===== config.mk =====
export PLATFORM = sky130hd
export DESIGN_NAME = register_file_flat
export DESIGN_NICKNAME = d
export VERILOG_FILES = /design/src/rtl/register_file_if.sv /design/src/rtl/register_file.sv /design/src/flat_wrapper.sv
export SDC_FILE = /design/constraint.sdc
export NUM_CORES = 2
export LEC_CHECK = 0
export CORE_MARGIN = 4
export CORE_UTILIZATION = 50
export CTS_BUF_LIST = sky130_fd_sc_hd__clkbuf_4
export CTS_CLUSTER_SIZE = 40
export DETAILED_ROUTE_END_ITERATION = 10
export PLACE_DENSITY = 0.66
export SLEW_MARGIN = 20
export SYNTH_ARGS = -nofsm -noshare
export SYNTH_HDL_FRONTEND = slang
export SYNTH_SLANG_ARGS = --single-unit

===== constraint.sdc =====
create_clock -name clk -period 34.1 [get_ports clk]
set_clock_uncertainty 0.15 [all_clocks]
set_input_delay 3.41 -clock clk [delete_from_list [all_inputs] [get_ports clk]]
set_output_delay 3.41 -clock clk [all_outputs]
set_load 0.005 [all_outputs]

===== src/rtl/register_file_if.sv =====
// Bus between decode/writeback and the register file: two read ports and one write port.
interface register_file_if #(
  parameter int unsigned DATA_WIDTH = 32,
  parameter int unsigned ADDR_WIDTH = 5
);
  logic [ADDR_WIDTH-1:0] RS1;
  logic [ADDR_WIDTH-1:0] RS2;
  logic [ADDR_WIDTH-1:0] RD;
  logic                  wr_en_RF;
  logic [DATA_WIDTH-1:0] Data_In_RF;
  logic [DATA_WIDTH-1:0] OP1;
  logic [DATA_WIDTH-1:0] OP2;

  modport master (
    output RS1, RS2, RD, wr_en_RF, Data_In_RF,
    input  OP1, OP2
  );

  modport slave (
    input  RS1, RS2, RD, wr_en_RF, Data_In_RF,
    output OP1, OP2
  );
endinterface


===== src/rtl/register_file.sv =====
// 32 x 32-bit RV32 register file: two combinational read ports, one synchronous write port, x0 = 0.
// Optional macro RF_BYPASS_EN enables write-through forwarding of Data_In_RF to matching read ports.
module register_file #(
  parameter int unsigned DATA_WIDTH = 32,
  parameter int unsigned ADDR_WIDTH = 5
) (
  input logic            clk,
  input logic            rst,
  register_file_if.slave rf
);

  localparam int unsigned Depth = 2 ** ADDR_WIDTH;

  logic [DATA_WIDTH-1:0] regs [Depth];
  logic                  wr_hit;

  // x0 is never written, so it keeps its reset value of zero.
  assign wr_hit = rf.wr_en_RF && (rf.RD != '0);

  always_ff @(posedge clk or posedge rst) begin
    if (rst) begin
      for (int i = 0; i < int'(Depth); i++) begin
        regs[i] <= '0;
      end
    end else if (wr_hit) begin
      regs[rf.RD] <= rf.Data_In_RF;
    end
  end

  always_comb begin
    rf.OP1 = '0;
    rf.OP2 = '0;
    if (!rst) begin
      if (rf.RS1 != '0) rf.OP1 = regs[rf.RS1];
      if (rf.RS2 != '0) rf.OP2 = regs[rf.RS2];
`ifdef RF_BYPASS_EN
      if (wr_hit && (rf.RS1 == rf.RD)) rf.OP1 = rf.Data_In_RF;
      if (wr_hit && (rf.RS2 == rf.RD)) rf.OP2 = rf.Data_In_RF;
`endif
    end
  end

endmodule


===== src/flat_wrapper.sv =====
// flat-port wrapper written by rule: the top's interface ports become plain ports
module register_file_flat 
#(
  parameter int unsigned DATA_WIDTH = 32,
  parameter int unsigned ADDR_WIDTH = 5
)
  (clk, rst, rf_RS1, rf_RS2, rf_RD, rf_wr_en_RF, rf_Data_In_RF, rf_OP1, rf_OP2);
  register_file_if #(.DATA_WIDTH(DATA_WIDTH), .ADDR_WIDTH(ADDR_WIDTH)) rf_i ();
  input logic clk;
  input logic rst;
  input wire logic [$bits(rf_i.RS1)-1:0] rf_RS1;
  input wire logic [$bits(rf_i.RS2)-1:0] rf_RS2;
  input wire logic [$bits(rf_i.RD)-1:0] rf_RD;
  input wire logic [$bits(rf_i.wr_en_RF)-1:0] rf_wr_en_RF;
  input wire logic [$bits(rf_i.Data_In_RF)-1:0] rf_Data_In_RF;
  output wire logic [$bits(rf_i.OP1)-1:0] rf_OP1;
  output wire logic [$bits(rf_i.OP2)-1:0] rf_OP2;
  assign rf_i.RS1 = rf_RS1;
  assign rf_i.RS2 = rf_RS2;
  assign rf_i.RD = rf_RD;
  assign rf_i.wr_en_RF = rf_wr_en_RF;
  assign rf_i.Data_In_RF = rf_Data_In_RF;
  assign rf_OP1 = rf_i.OP1;
  assign rf_OP2 = rf_i.OP2;
  register_file #(.DATA_WIDTH(DATA_WIDTH), .ADDR_WIDTH(ADDR_WIDTH)) u_core (.clk(clk), .rst(rst), .rf(rf_i));
endmodule

-- Yosys cells after proc, flatten, opt, wreduce, memory -nomap -nowiden
Index checks and enable logic that the tools add are counted.
- input bits: 50
- output and inout bits: 64
- register bits after elaboration: 1024
- word-level logic and storage cells: 57
- bitwise operators: 3
- $lt $le $gt $ge: 4
- mux-type cells: 13
- reduce and logical (&&, ||, !) cells: 5
- operator list (operator ; number):
    1024-bit bitwise mux ; 1
    32-bit binary-select mux with 5-bit select ; 2
    32-bit 2-to-1 mux ; 9
    32-bit demux with 5-bit select ; 1
    6-bit >= comparator, second input constant ; 3
    5-bit NOT with 6-bit output ; 3
    5-bit nonzero test ; 3
    6-bit by 1-bit < comparator with 1-bit output, second input constant ; 1
    1-bit logical AND ; 2

-- Depth between registers and ports, before layout
- depth in word-level cells: 6
- gate-level depth with buffers: 7
- depth with buffers taken out: 4

-- Least setup slack after synthesis
OpenSTA, ideal clock, no wires.
- kind: input to output
- start: in rst
- end: out rf_OP1[30]
- stages: 6
- arrival time: 26.932 ns
- data required time: 30.540 ns
- setup slack: 3.608 ns
- cell sequence: inv_1 and4_1 clkbuf_1 clkbuf_1 a22oi_1 nand4_1
- longest elaborated chain between the ends: 1
- RTL lines (item ; line ; text):
    start, declared ; flat_wrapper.sv:10 ; input logic rst;
    32-bit 2-to-1 mux ; register_file.sv:33 ; if (!rst) begin
    end, declared ; flat_wrapper.sv:16 ; output wire logic [$bits(rf_i.OP1)-1:0] rf_OP1;
No other way between the ends.

-- Worst setup path after layout
- start: in rst
- end: out rf_OP1[9]
Same word-level chain as after synthesis.

==> impl_metrics.json <==
{
  "cp.arrival_ns": 7.95,
  "ys_types": 40,
  "cts_buffers": 284,
  "crit_chain": "clkdlybuf4s50_1 -> inv_8 -> buf_4 -> and4_2 -> buf_4 -> a22oi_1 -> nand4_1 -> clkdlybuf4s50_1",
  "dieArea_um2": 112000,
  "synth_nets": 4006,
  "whs_ns": 0.359,
  "setup_violations": 0,
  "row_count": 119,
  "slew_violations": 0,
  "ctsResizeCount": 0,
  "routed_wl_mm": 172,
  "relSlewSlack": 0.184,
  "vdd_drop_max_uv": 34.9,
  "ios": 114,
  "final-seq-area_um2": 24800,
  "finalInstanceArea_um2": 58100,
  "num_vias": 37600,
  "multi_input_area_um2": 26400,
  "dieHeight_um": 335,
  "die_w_um": 335,
  "syn_to_final_growth_pct": 8.85,
  "fill_cells": 8883,
  "synth.avg_cell_area_um2": 13.5,
  "vias_per_cell": 6.71,
  "wl_per_cell_um": 30.7,
  "io_buffers": 113,
  "top_regs": "u_core.regs (992)",
  "drc": 0,
  "drt-pass1-iter-count": 6,
  "powerDensity_nw_per_um2": 56.5,
  "drt_iter0_drc": 3769,
  "start_util": 0.505,
  "cts_setup_buffers": 0,
  "fin_tns_setup_ns": 0,
  "place.detailed.hpwl_mm": 102,
  "hold_viol_final": 0,
  "yosys_warnings": 0,
  "worstSetupPathType": "in -> out",
  "drive_above_1_share": 0.413,
  "critical-path-slowest-cell": "and4_2",
  "postRouteAntennaNets": 0,
  "preCtsSetupSlack_ns": 22.54,
  "cts_tree": "done",
  "hp-class": "reg -> reg",
  "cts_hold_buf": 0,
  "max_freq_ghz": 0.0868,
  "leakage_nw": 26.0,
  "fin_crit_sh": 0.338,
  "grt_pass1_vias": 38200,
  "antenna_found_initial": 11,
  "gr-usage-all-layers": 0.306,
  "cts_root_buf": "clkbuf_4",
  "nNetsFinal": 4080,
  "overflow": 0,
  "yosysSeqAreaShare": 0.465,
  "gp_congestion": 0.841,
  "end_kind": "primary output",
  "maxCapViolations": 0,
  "cp-start-kind": "primary input",
  "crit_fanout": 122,
  "grt_pass1_wl_mm": 256,
  "syn-instance-count": 3956,
  "rsz0062_at_grt": "false",
  "ys_ff_latch": 992,
  "largest_reg_flops": 992,
  "worst_pin_slew_ns": 1.22,
  "cts.sinks": 992,
  "cts_max_path_buffers": 4,
  "ctsHtreeMaxLevel": 5,
  "grt_max_degree": 123,
  "worst_skew_pair.late_latency_ns": 1.15,
  "critPathRequiredTime_ns": 30.54,
  "layout_setup_ws_ns": 22.59,
  "path_clk_slew_ns": 0.06,
  "period_minus_slack_ns": 11.51,
  "core_um2": 106000,
  "regMostFlops": "u_core.regs",
  "critPathMaxStageDelay_ns": 0.82,
  "place_area_um2": 54800,
  "status": "completed",
  "syn-cell-area_um2": 53300
}
routing by layer:
| metal | vias to the layer above | track usage | wire, um |
|---|---|---|---|
| met2 | 2023 | 0.454 | 76900 |
| met1 | 19700 | 0.428 | 72100 |
| met4 | 8 | 0.116 | 5890 |
| li1 | 15400 | - | - |
| met3 | 432 | 0.0888 | 17300 |
| met5 | - | 0 | 48 |
final timing paths:
path	start	to	slack [ns]	depth (start not counted)
max in group asynchronous	rst	u_core.regs[621]$_DFFE_PP0P_	27.86	5
hold / removal	u_core.regs[538]$_DFFE_PP0P_	u_core.regs[538]$_DFFE_PP0P_	0.36	1
setup / recovery	rst	rf_OP1[9]	22.59	8
setup reg to reg	u_core.regs[306]$_DFFE_PP0P_	u_core.regs[306]$_DFFE_PP0P_	33.14	1
min in group asynchronous	rst	u_core.regs[504]$_DFFE_PP0P_	3.12	2
hold reg to reg	u_core.regs[538]$_DFFE_PP0P_	u_core.regs[538]$_DFFE_PP0P_	0.36	1
worst max-delay path: cells and delay by family:
kind,cells,cell delay (ns)
compound gates,1,0.16
buf+inv,5,3.32
simple gates,2,1.01
cells by family after synthesis:
| group | synth area share |
|---|---|
| AO/OA/AOI/OAI | 0.0660 |
| buffers and inverters | 0.0421 |
| flip-flops | 0.465 |
| multiplexers | 0.399 |
| AND/OR/NAND/NOR | 0.0280 |
cell usage in the layout, fill, tap and decap left out, types with 92 or more instances in the layout:
cell type,count
dfrtp_1,992
o22ai_1,192
buf_4,92
mux2_2,945
nand2_1,129
clkbuf_4,409
clkdlybuf4s50_1,93
a22oi_1,192
mux2i_1,576
mux4_2,192
layout make-up:
class / count / share of cell area
diodes: 8 / 0.000345
clock buffers: 409 / 0.0529
clock inverters: 49 / 0.00371
inverters: 1 / 0.000194
multi-input cells: 2544 / 0.455
flip-flops and latches: 992 / 0.427
well taps: 1391 / 0.0300
repair buffers: 207 / 0.0307
power breakdown:
group / total [W] / internal, W / switching (W)
Sequential: 0.00158 / 0.00141 / 0.000169
Combinational: 0.000651 / 0.000365 / 0.000286
Clock: 0.00105 / 0.000552 / 0.000499
Total: 0.00328 / 0.00233 / 0.000954
through the flow:
stage / power, W / std cells / utilization
finish: 0.00328 / 5601 / 0.550
global route: 0.00345 / 5600 / 0.550
CTS: 0.00329 / 5593 / 0.550
detailed placement: 0.00224 / 5135 / 0.519
global placement: 0.00221 / 5135 / 0.519
floorplan: 0.00205 / 3956 / -
synth_stat cells:
cell	instances	area share
clkbuf_2	2	0.00019
and2b_1	2	0.00028
a22oi_1	192	0.027
nor3b_2	3	0.00070
inv_1	1	0.000070
and2_1	2	0.00023
nor4b_2	2	0.00056
buf_2	156	0.015
o21ai_0	40	0.0038
mux4_2	192	0.081
buf_1	1	0.000070
a221oi_1	64	0.011
or3_1	2	0.00023
clkbuf_1	181	0.013
nand2_1	144	0.010
dfrtp_1	992	0.47
mux2_1	47	0.0099
nand4_1	64	0.0075
mux2_2	945	0.20
nand3_1	2	0.00019
o22ai_1	192	0.023
nand3b_1	8	0.0011
or2_2	3	0.00035
buf_4	32	0.0045
or3b_4	1	0.00021
mux2i_1	576	0.11
nor2_4	16	0.0034
nor3b_1	1	0.00014
or3b_1	2	0.00033
o21ai_1	24	0.0023
nand2b_1	2	0.00023
buf_6	47	0.0099
and4_1	2	0.00033
and3_1	1	0.00012
and4bb_2	2	0.00047
nor2_1	3	0.00021
nor3_1	1	0.000094
or3b_2	2	0.00033
and3b_1	1	0.00016
nor2b_1	6	0.00070
Power figures use the tool's default switching activity.
